==> config.mk <==
export PLATFORM = sky130hd
export DESIGN_NAME = sram_controller_flat
export DESIGN_NICKNAME = d
export VERILOG_FILES = /design/src/rtl/sram_controller_if.sv /design/src/rtl/sram_controller.sv /design/src/flat_wrapper.sv
export SDC_FILE = /design/constraint.sdc
export NUM_CORES = 1
export LEC_CHECK = 0
export ABC_AREA = 0
export CORE_ASPECT_RATIO = 0.5
export CORE_MARGIN = 2
export CORE_UTILIZATION = 40
export DETAILED_ROUTE_END_ITERATION = 6
export GPL_TIMING_DRIVEN = 0
export HOLD_SLACK_MARGIN = 0.03
export PLACE_DENSITY = 0.7
export RECOVER_POWER = 100
export SYNTH_ARGS = -nofsm -noshare
export SYNTH_HDL_FRONTEND = slang
export SYNTH_SLANG_ARGS = --single-unit
==> constraint.sdc <==
create_clock -name clk -period 3.9 [get_ports clk]
set_clock_uncertainty 0.1 [all_clocks]
set_input_delay 0.585 -clock clk [delete_from_list [all_inputs] [get_ports clk]]
set_output_delay 0.585 -clock clk [all_outputs]
set_load 0.03 [all_outputs]
==> src/rtl/sram_controller_if.sv <==
// MEM-stage data-memory request bus between the core and the SRAM controller.
interface sram_controller_if;
  logic        rd_en;
  logic        wr_en;
  logic [31:0] address;
  logic [31:0] write_data;
  logic [31:0] read_data;
  logic        ready;

  modport master (
    output rd_en, wr_en, address, write_data,
    input  read_data, ready
  );

  modport slave (
    input  rd_en, wr_en, address, write_data,
    output read_data, ready
  );
endinterface

==> src/rtl/sram_controller.sv <==
// Data-memory responder: each 32-bit access becomes two timed 16-bit
// accesses (low half, then high half) to an external asynchronous SRAM.
module sram_controller #(
  parameter int unsigned BASE_ADDR   = 1024,
  parameter int unsigned WAIT_CYCLES = 5
) (
  input  logic             clk,
  input  logic             rst,
  sram_controller_if.slave mem,
  output logic [17:0]      sram_addr,
  output logic [15:0]      sram_dq_out,
  output logic             sram_dq_oe,
  input  logic [15:0]      sram_dq_in,
  output logic             sram_we_n,
  output logic             sram_ce_n,
  output logic             sram_oe_n,
  output logic             sram_ub_n,
  output logic             sram_lb_n
);

  localparam logic [1:0] IDLE = 2'd0;
  localparam logic [1:0] LO   = 2'd1;
  localparam logic [1:0] HI   = 2'd2;
  localparam logic [1:0] DONE = 2'd3;

  localparam logic [15:0] CNT_LAST     = 16'(WAIT_CYCLES - 1);
  localparam logic [15:0] CNT_PRE_LAST = 16'(WAIT_CYCLES - 2);

  logic [1:0]  state_q, state_d;
  logic [15:0] cnt_q, cnt_d;
  logic        is_wr_q, is_wr_d;
  logic [16:0] word_q, word_d;
  logic [15:0] wdata_hi_q, wdata_hi_d;
  logic [31:0] rdata_q, rdata_d;
  logic [17:0] addr_q, addr_d;
  logic [15:0] dq_out_q, dq_out_d;
  logic        oe_q, oe_d;
  logic        we_n_q, we_n_d;

  logic        req;
  logic [16:0] req_word;
  logic        phase_end;

  assign req       = mem.rd_en | mem.wr_en;
  // Only the low 17 bits of the word index reach the 18-bit half-word bus.
  assign req_word  = 17'((mem.address - 32'(BASE_ADDR)) >> 2);
  assign phase_end = (cnt_q == CNT_LAST);

  // Next-state logic. SRAM pins are computed one cycle ahead so the
  // registered outputs hold the right value throughout each phase cycle;
  // in particular we_n is raised when the counter reaches WAIT_CYCLES-2 so
  // that it is high during the final (hold) cycle of a write phase.
  always_comb begin
    state_d    = state_q;
    cnt_d      = cnt_q;
    is_wr_d    = is_wr_q;
    word_d     = word_q;
    wdata_hi_d = wdata_hi_q;
    rdata_d    = rdata_q;
    addr_d     = addr_q;
    dq_out_d   = dq_out_q;
    oe_d       = oe_q;
    we_n_d     = we_n_q;
    case (state_q)
      IDLE: begin
        if (req) begin
          state_d    = LO;
          cnt_d      = '0;
          is_wr_d    = mem.wr_en;
          word_d     = req_word;
          wdata_hi_d = mem.write_data[31:16];
          addr_d     = {req_word, 1'b0};
          dq_out_d   = mem.write_data[15:0];
          oe_d       = mem.wr_en;
          we_n_d     = ~mem.wr_en;
        end
      end
      LO: begin
        if (phase_end) begin
          state_d  = HI;
          cnt_d    = '0;
          addr_d   = {word_q, 1'b1};
          dq_out_d = wdata_hi_q;
          we_n_d   = ~is_wr_q;
          if (!is_wr_q) rdata_d[15:0] = sram_dq_in;
        end else begin
          cnt_d = cnt_q + 16'd1;
          if (cnt_q == CNT_PRE_LAST) we_n_d = 1'b1;
        end
      end
      HI: begin
        if (phase_end) begin
          state_d = DONE;
          cnt_d   = '0;
          oe_d    = 1'b0;
          we_n_d  = 1'b1;
          if (!is_wr_q) rdata_d[31:16] = sram_dq_in;
        end else begin
          cnt_d = cnt_q + 16'd1;
          if (cnt_q == CNT_PRE_LAST) we_n_d = 1'b1;
        end
      end
      DONE:    state_d = IDLE;
      default: state_d = IDLE;
    endcase
  end

  // State and registered SRAM pins, asynchronously reset.
  always_ff @(posedge clk or posedge rst) begin
    if (rst) begin
      state_q    <= IDLE;
      cnt_q      <= '0;
      is_wr_q    <= 1'b0;
      word_q     <= '0;
      wdata_hi_q <= '0;
      rdata_q    <= '0;
      addr_q     <= '0;
      dq_out_q   <= '0;
      oe_q       <= 1'b0;
      we_n_q     <= 1'b1;
    end else begin
      state_q    <= state_d;
      cnt_q      <= cnt_d;
      is_wr_q    <= is_wr_d;
      word_q     <= word_d;
      wdata_hi_q <= wdata_hi_d;
      rdata_q    <= rdata_d;
      addr_q     <= addr_d;
      dq_out_q   <= dq_out_d;
      oe_q       <= oe_d;
      we_n_q     <= we_n_d;
    end
  end

  assign mem.read_data = rdata_q;
  assign mem.ready     = (state_q == IDLE) ? ~req : (state_q == DONE);

  assign sram_addr   = addr_q;
  assign sram_dq_out = dq_out_q;
  assign sram_dq_oe  = oe_q;
  assign sram_we_n   = we_n_q;
  assign sram_ce_n   = 1'b0;
  assign sram_oe_n   = 1'b0;
  assign sram_ub_n   = 1'b0;
  assign sram_lb_n   = 1'b0;

endmodule
==> src/flat_wrapper.sv <==
// flat-port wrapper written by rule: the top's interface ports become plain ports
module sram_controller_flat 
#(
  parameter int unsigned BASE_ADDR   = 1024,
  parameter int unsigned WAIT_CYCLES = 5
)
  (clk, rst, sram_addr, sram_dq_out, sram_dq_oe, sram_dq_in, sram_we_n, sram_ce_n, sram_oe_n, sram_ub_n, sram_lb_n, mem_rd_en, mem_wr_en, mem_address, mem_write_data, mem_read_data, mem_ready);
  sram_controller_if mem_i ();
  input  logic clk;
  input  logic rst;
  output logic [17:0] sram_addr;
  output logic [15:0] sram_dq_out;
  output logic sram_dq_oe;
  input  logic [15:0] sram_dq_in;
  output logic sram_we_n;
  output logic sram_ce_n;
  output logic sram_oe_n;
  output logic sram_ub_n;
  output logic sram_lb_n;
  input wire logic [$bits(mem_i.rd_en)-1:0] mem_rd_en;
  input wire logic [$bits(mem_i.wr_en)-1:0] mem_wr_en;
  input wire logic [$bits(mem_i.address)-1:0] mem_address;
  input wire logic [$bits(mem_i.write_data)-1:0] mem_write_data;
  output wire logic [$bits(mem_i.read_data)-1:0] mem_read_data;
  output wire logic [$bits(mem_i.ready)-1:0] mem_ready;
  assign mem_i.rd_en = mem_rd_en;
  assign mem_i.wr_en = mem_wr_en;
  assign mem_i.address = mem_address;
  assign mem_i.write_data = mem_write_data;
  assign mem_read_data = mem_i.read_data;
  assign mem_ready = mem_i.ready;
  sram_controller #(.BASE_ADDR(BASE_ADDR), .WAIT_CYCLES(WAIT_CYCLES)) u_core (.clk(clk), .rst(rst), .mem(mem_i), .sram_addr(sram_addr), .sram_dq_out(sram_dq_out), .sram_dq_oe(sram_dq_oe), .sram_dq_in(sram_dq_in), .sram_we_n(sram_we_n), .sram_ce_n(sram_ce_n), .sram_oe_n(sram_oe_n), .sram_ub_n(sram_ub_n), .sram_lb_n(sram_lb_n));
endmodule
==> flow_summary_export.csv <==
group,metric,value,unit
run_status,outcome,"finished with violations",
run_status,violations,"max-capacitance violations",
clocking,cts_htree_levels,4,
placement,dp_slack,-61.99,ps
worst_setup_path,cp.required,3210,ps
worst_setup_path,reg2reg_depth,5,
floorplan,core,14620,um^2
timing,fin_crit_sh,95.31,%
finish,final_area,8208,um^2
timing,hold_violations,0,
global_route,grt_max_degree,95,
logic_synthesis,syn_inst,608,
clocking,clk-insertion-delay-late,410,ps
global_route,grtUsageTotal,22.32,%
placement,dpl.hpwl,12220,um
finish,fillCellCount,1293,
worst_setup_path,worst-path-max-fanout,10,
worst_setup_path,cp-start-kind,"flop",
finish,final_cell_mix,"dfrtp_1, nand2_1, dlygate4sd3_1",
finish,layout-drive-gt1-share,9.487,%
logic_synthesis,ys_warn_count,0,
timing,setup_viol,0,
clocking,numCtsBuffers,17,
worst_hold_path,hold_path_depth,1,
worst_setup_path,timing.rr.end,"u_core.mem.read_data[15]",
worst_hold_path,hold_path.class,"reg -> reg",
power,leakagePower,0.003698,uW
logic_synthesis,synthMuxAreaShare,7.409,%
worst_setup_path,cpPeakStageDelay,600,ps
timing,fin_crit,3717,ps
worst_setup_path,r2r_slack,300,ps
finish,final_common_cell,"dfrtp_1",
floorplan,die_w,177.9,um
worst_setup_path,cp-startpoint,"u_core.state_q[0]",
worst_setup_path,cp.depth,8,
worst_setup_path,cp_slowest_cell,"clkdlybuf4s50_1",
worst_setup_path,worstPathArrival,3030,ps
logic_synthesis,synthAdderAreaFrac,1.449,%
placement,port_buffers,136,
job,maxCapViolCount,1,
finish,fin_nets,858,
clocking,clkSlewWorstSetupHoldPaths,60,ps
logic_synthesis,synth_xor_area_share,0.8692,%
global_route,antenna_found_initial,1,
clocking,cts-hold-fix-buffers,0,
finish,layout.core_utilization,56.13,%
worst_setup_path,cp_top_family,"buffers and inverters",
logic_synthesis,ys_types,57,
floorplan,start_util,41.35,%
worst_setup_path,end_kind,"output port",
clocking,cts.sinks,120,
finish,final_cells,978,
routing,post_drt_wl_per_cell,18.06,um
placement,gp_congestion,0.8383,
timing,rsz0062_at_grt,"false",
worst_setup_path,worstPathCellList,"inv_1 > ha_1 > buf_2 > o21a_1 > clkbuf_2 > clkbuf_2 > nor2_1 > clkdlybuf4s50_1",
clocking,tritoncts,"built",
finish,diodes,0,
logic_synthesis,netlist_area,6046,um^2
timing,timing.slew.headroom,1.141,%
worst_setup_path,crit_end,"mem_ready",
worst_setup_path,critical_path.most_common_cell,"clkbuf_2",
timing,tightest_slew,1469,ps
logic_synthesis,yosys.area_share.simple,20.92,%
floorplan,dieArea,16170,um^2
clocking,cts_root_buf,"clkbuf_16",
floorplan,io_pins,157,
routing,drc,0,
logic_synthesis,async_reset_ff_share,100.0,%
logic_synthesis,synth_top_family_by_area,"simple AND/OR/NAND/NOR gates",
power,p_per_area,363.6,nW/um^2
clocking,clockBufferDepth,2,
timing,setup_slack,182.9,ps
logic_synthesis,synth-seq-area-share,49.69,%
routing,postRouteAntennaNets,0,
placement,dp.cells,946,
routing,first_pass_iters,5,
timing,fmax,269.0,MHz
power,power,2985,uW
worst_setup_path,rr_startpoint,"u_core.cnt_q[6]",
routing,vias_per_cell,5.715,
floorplan,die_h,90.93,um
timing,drv_slew,0,
routing,first_iter_violations,392,
global_route,grt_pass1_vias,5444,
routing,vias,5589,
finish,area_growth_syn_to_layout,35.76,%
placement,place_area,7699,um^2
floorplan,rows,31,
global_route,grt_pass1_wl,28300,um
logic_synthesis,synth-edff-count,0,
worst_setup_path,cp_num_buf_inv,5,
worst_setup_path,crit_type,"reg -> out",
routing,routed_wl,17670,um
logic_synthesis,ys_ff_latch,120,
logic_synthesis,synth-compound-area-share,15.09,%
global_route,gr-total-overflow,0,
power,ir_drop,0.0002655,V
logic_synthesis,synth_area_per_cell,9.944,um^2
logic_synthesis,synth-main-ff-cell,"dfrtp_1",
Yosys cell counts, types with 4 or more instances:
library cell,number,area (um^2)
mux2_4,10,150.1
clkbuf_1,40,150.1
and2_1,10,62.56
nand4_1,35,219.0
dfrtp_1,119,2978
o21ai_0,12,60.06
or4_1,6,45.04
nand2_1,101,379.1
a211oi_1,9,67.56
mux2_2,22,247.7
and3_1,19,118.9
a31oi_1,28,175.2
a21o_1,9,67.56
a311o_1,5,50.05
inv_1,15,56.30
mux2i_1,5,50.05
or3_1,4,25.02
ha_1,7,87.58
a21oi_1,22,110.1
buf_4,5,37.54
nand3_1,6,30.03
nor2_1,29,108.9
o31ai_1,32,240.2
logic make-up after synthesis:
logic type	Yosys count
AND/OR/NAND/NOR	238
AO/OA/AOI/OAI	134
flip-flops	120
buffers and inverters	65
multiplexers	37
adder cells (fa/ha/maj)	7
XOR/XNOR	6
other	1
layer usage:
| metal | global-route usage, % | part of all wire, % | wire length [um] | up-vias |
|---|---|---|---|---|
| met1 | 30.25 | 44 | 7801 | 2785 |
| met3 | 4.732 | 7.0 | 1238 | 27 |
| met2 | 35.34 | 47 | 8362 | 237 |
| met4 | 8.128 | 1.4 | 251 | 2 |
| met5 | 0 | 0.074 | 13 | - |
| li1 | - | - | - | 2538 |
worst min path at each step:
stage,end,start
after floorplan,u_core.wdata_hi_q[0],u_core.wdata_hi_q[0]
after global placement,u_core.word_q[7],u_core.word_q[7]
after detailed placement,u_core.wdata_hi_q[11],u_core.wdata_hi_q[11]
after CTS,u_core.wdata_hi_q[11],u_core.wdata_hi_q[11]
after global routing,u_core.word_q[7],u_core.word_q[7]
final,u_core.mem.read_data[31],u_core.mem.read_data[31]
power breakdown:
part | internal (uW) | switching, uW | total (uW)
clock network | 1040 | 581 | 1620
logic | 65.8 | 52.6 | 118
registers | 1250 | 0 | 1250
flip-flops by register name, summed over array words and instances (netlist names), 2 cells and up:
name	cells
u_core.cnt_q	16
u_core.mem.read_data	32
u_core.sram_addr	18
u_core.sram_dq_out	16
u_core.state_q	2
u_core.wdata_hi_q	16
u_core.word_q	17
cell type report:
cell class              count  area, um^2  area share (%)
multi-input cells         426        2714           33.06
well taps                 198       247.7           3.018
flip-flops and latches    120        3004           36.60
clock buffers              21       460.4           5.610
repair buffers            137        1369           16.68
clock inverters            11       146.4           1.784
inverters                  15       57.56          0.7012
plain buffers              50       209.0           2.546
per-stage QoR:
step	TNS [ps]	hold WS (ps)
after floorplan	0	345.3
after global placement	-216000	357.1
after detailed placement	-61.99	361.9
after CTS	0	375.2
after global routing	0	400.6
final	0	376.2
timing repair:
action / in CTS / in global routing
setup buffers: 0 / 0
gates resized for setup: 1 / 2
setup endpoints to repair: 1 / 1
No activity file was read; power rests on OpenSTA's default activity.
==> RTL edit, RTL diff (same flow settings) <==
Make the reset (`rst`) synchronous in one clocked block. Comments in the files are not updated.
--- a/src/rtl/sram_controller.sv
+++ b/src/rtl/sram_controller.sv
@@ -107,5 +107,5 @@
 
   // State and registered SRAM pins, asynchronously reset.
-  always_ff @(posedge clk or posedge rst) begin
+  always_ff @(posedge clk) begin
     if (rst) begin
       state_q    <= IDLE;
Check against the original RTL: differs if rst is asserted again (counterexample within 4 cycles, from zero or initial values and one cycle with rst high); with rst held inactive, the same outputs for 10 cycles.
==> RTL edit against the original RTL <==
Sequential cell count did not move; design area fell by 5.7%; area after synthesis decreased by 7.7%; routed wire length shrank 13%; fmax is 2.6% higher; register-to-register slack better by 0.61 ns; count of clock-buffer cells in the layout did not move; final cell count up 2.5%; setup slack better by 0.094 ns.
Power is not compared: it rests on default switching activity, and its combinational part moved more than twofold at a synthesized area within 25%.
==> RTL edit: results (changes against the original RTL) <==
- Outcome: completed
- First-pass GRT wire length: 24800 microns (-12%)
- Layout Nets: 888 (+3.5%)
- Share of cells above drive strength 1: 0.0889 (-0.00598)
- Fraction of registers with async set/reset: 0 (-1.00)
- Synth Flop Type: dfxtp_1
- Clk cell area share: 0.0786 (+0.00464)
- DR WL met2: 7140 microns (-15%)
- Mux cell area share after synthesis: 0.171 (+0.0965)
- Nonclk inv count: 9 (-6)
- Grt met3 use: 0.0474 (+0.000127)
- XOR/XNOR Fraction of Synth Area: 0.0157 (+0.00700)
- Multi-input combinational cell area: 2880 sq um (+6.1%)
- CP max stage delay: 0.67 ns (+0.07 ns)
- Core ar.: 13600 sq um (-7.1%)
- Synth Area in Adders: 0.0157 (+0.00120)
- Wire length on met3: 935 microns (-24%)
- Crit path max-delay cell type: dlygate4sd3_1
- WL final: 15300 microns (-13%)
- Vias in the first global route: 4889 (-10%)
- Placed cell areas: 7190 sq um (-6.5%)
- Final Power: approximately 4.9 mW
- Largest net degree at the start of global routing: 17 (-82%)
- Met1 usage: 0.285 (-0.0174)
- Met1 wire length: 7100 microns (-9.0%)
- DRT Pass-1 Iters: 4 (-1)
- Max-slew headroom: 0.208 (+0.196)
- WP data arrival: 2.94 ns (-0.09 ns)
==> RTL edit: cell types whose count changed after synthesis, sizes merged, moves of 10 or more <==
| cell | before | now |
|---|---|---|
| a31oi | 28 | 4 |
| nand4 | 36 | 14 |
| and2 | 10 | 0 |
| and3 | 19 | 2 |
| o31ai | 32 | 0 |
| mux2i | 5 | 67 |
| dfxtp | 0 | 120 |
| dfrtp | 119 | 0 |
| nand2 | 101 | 176 |
==> RTL edit: final timing paths <==
| check | slack [ns] | end | depth (start not counted) | startpoint |
|---|---|---|---|---|
| setup / recovery | 0.28 | mem_ready | 6 | mem_rd_en |
| hold / removal | 0.35 | u_core.mem.read_data[14] | 2 | u_core.mem.read_data[14] |
| setup reg to reg | 0.91 | u_core.sram_addr[9] | 7 | u_core.cnt_q[0] |
| hold reg to reg | 0.35 | u_core.mem.read_data[14] | 2 | u_core.mem.read_data[14] |
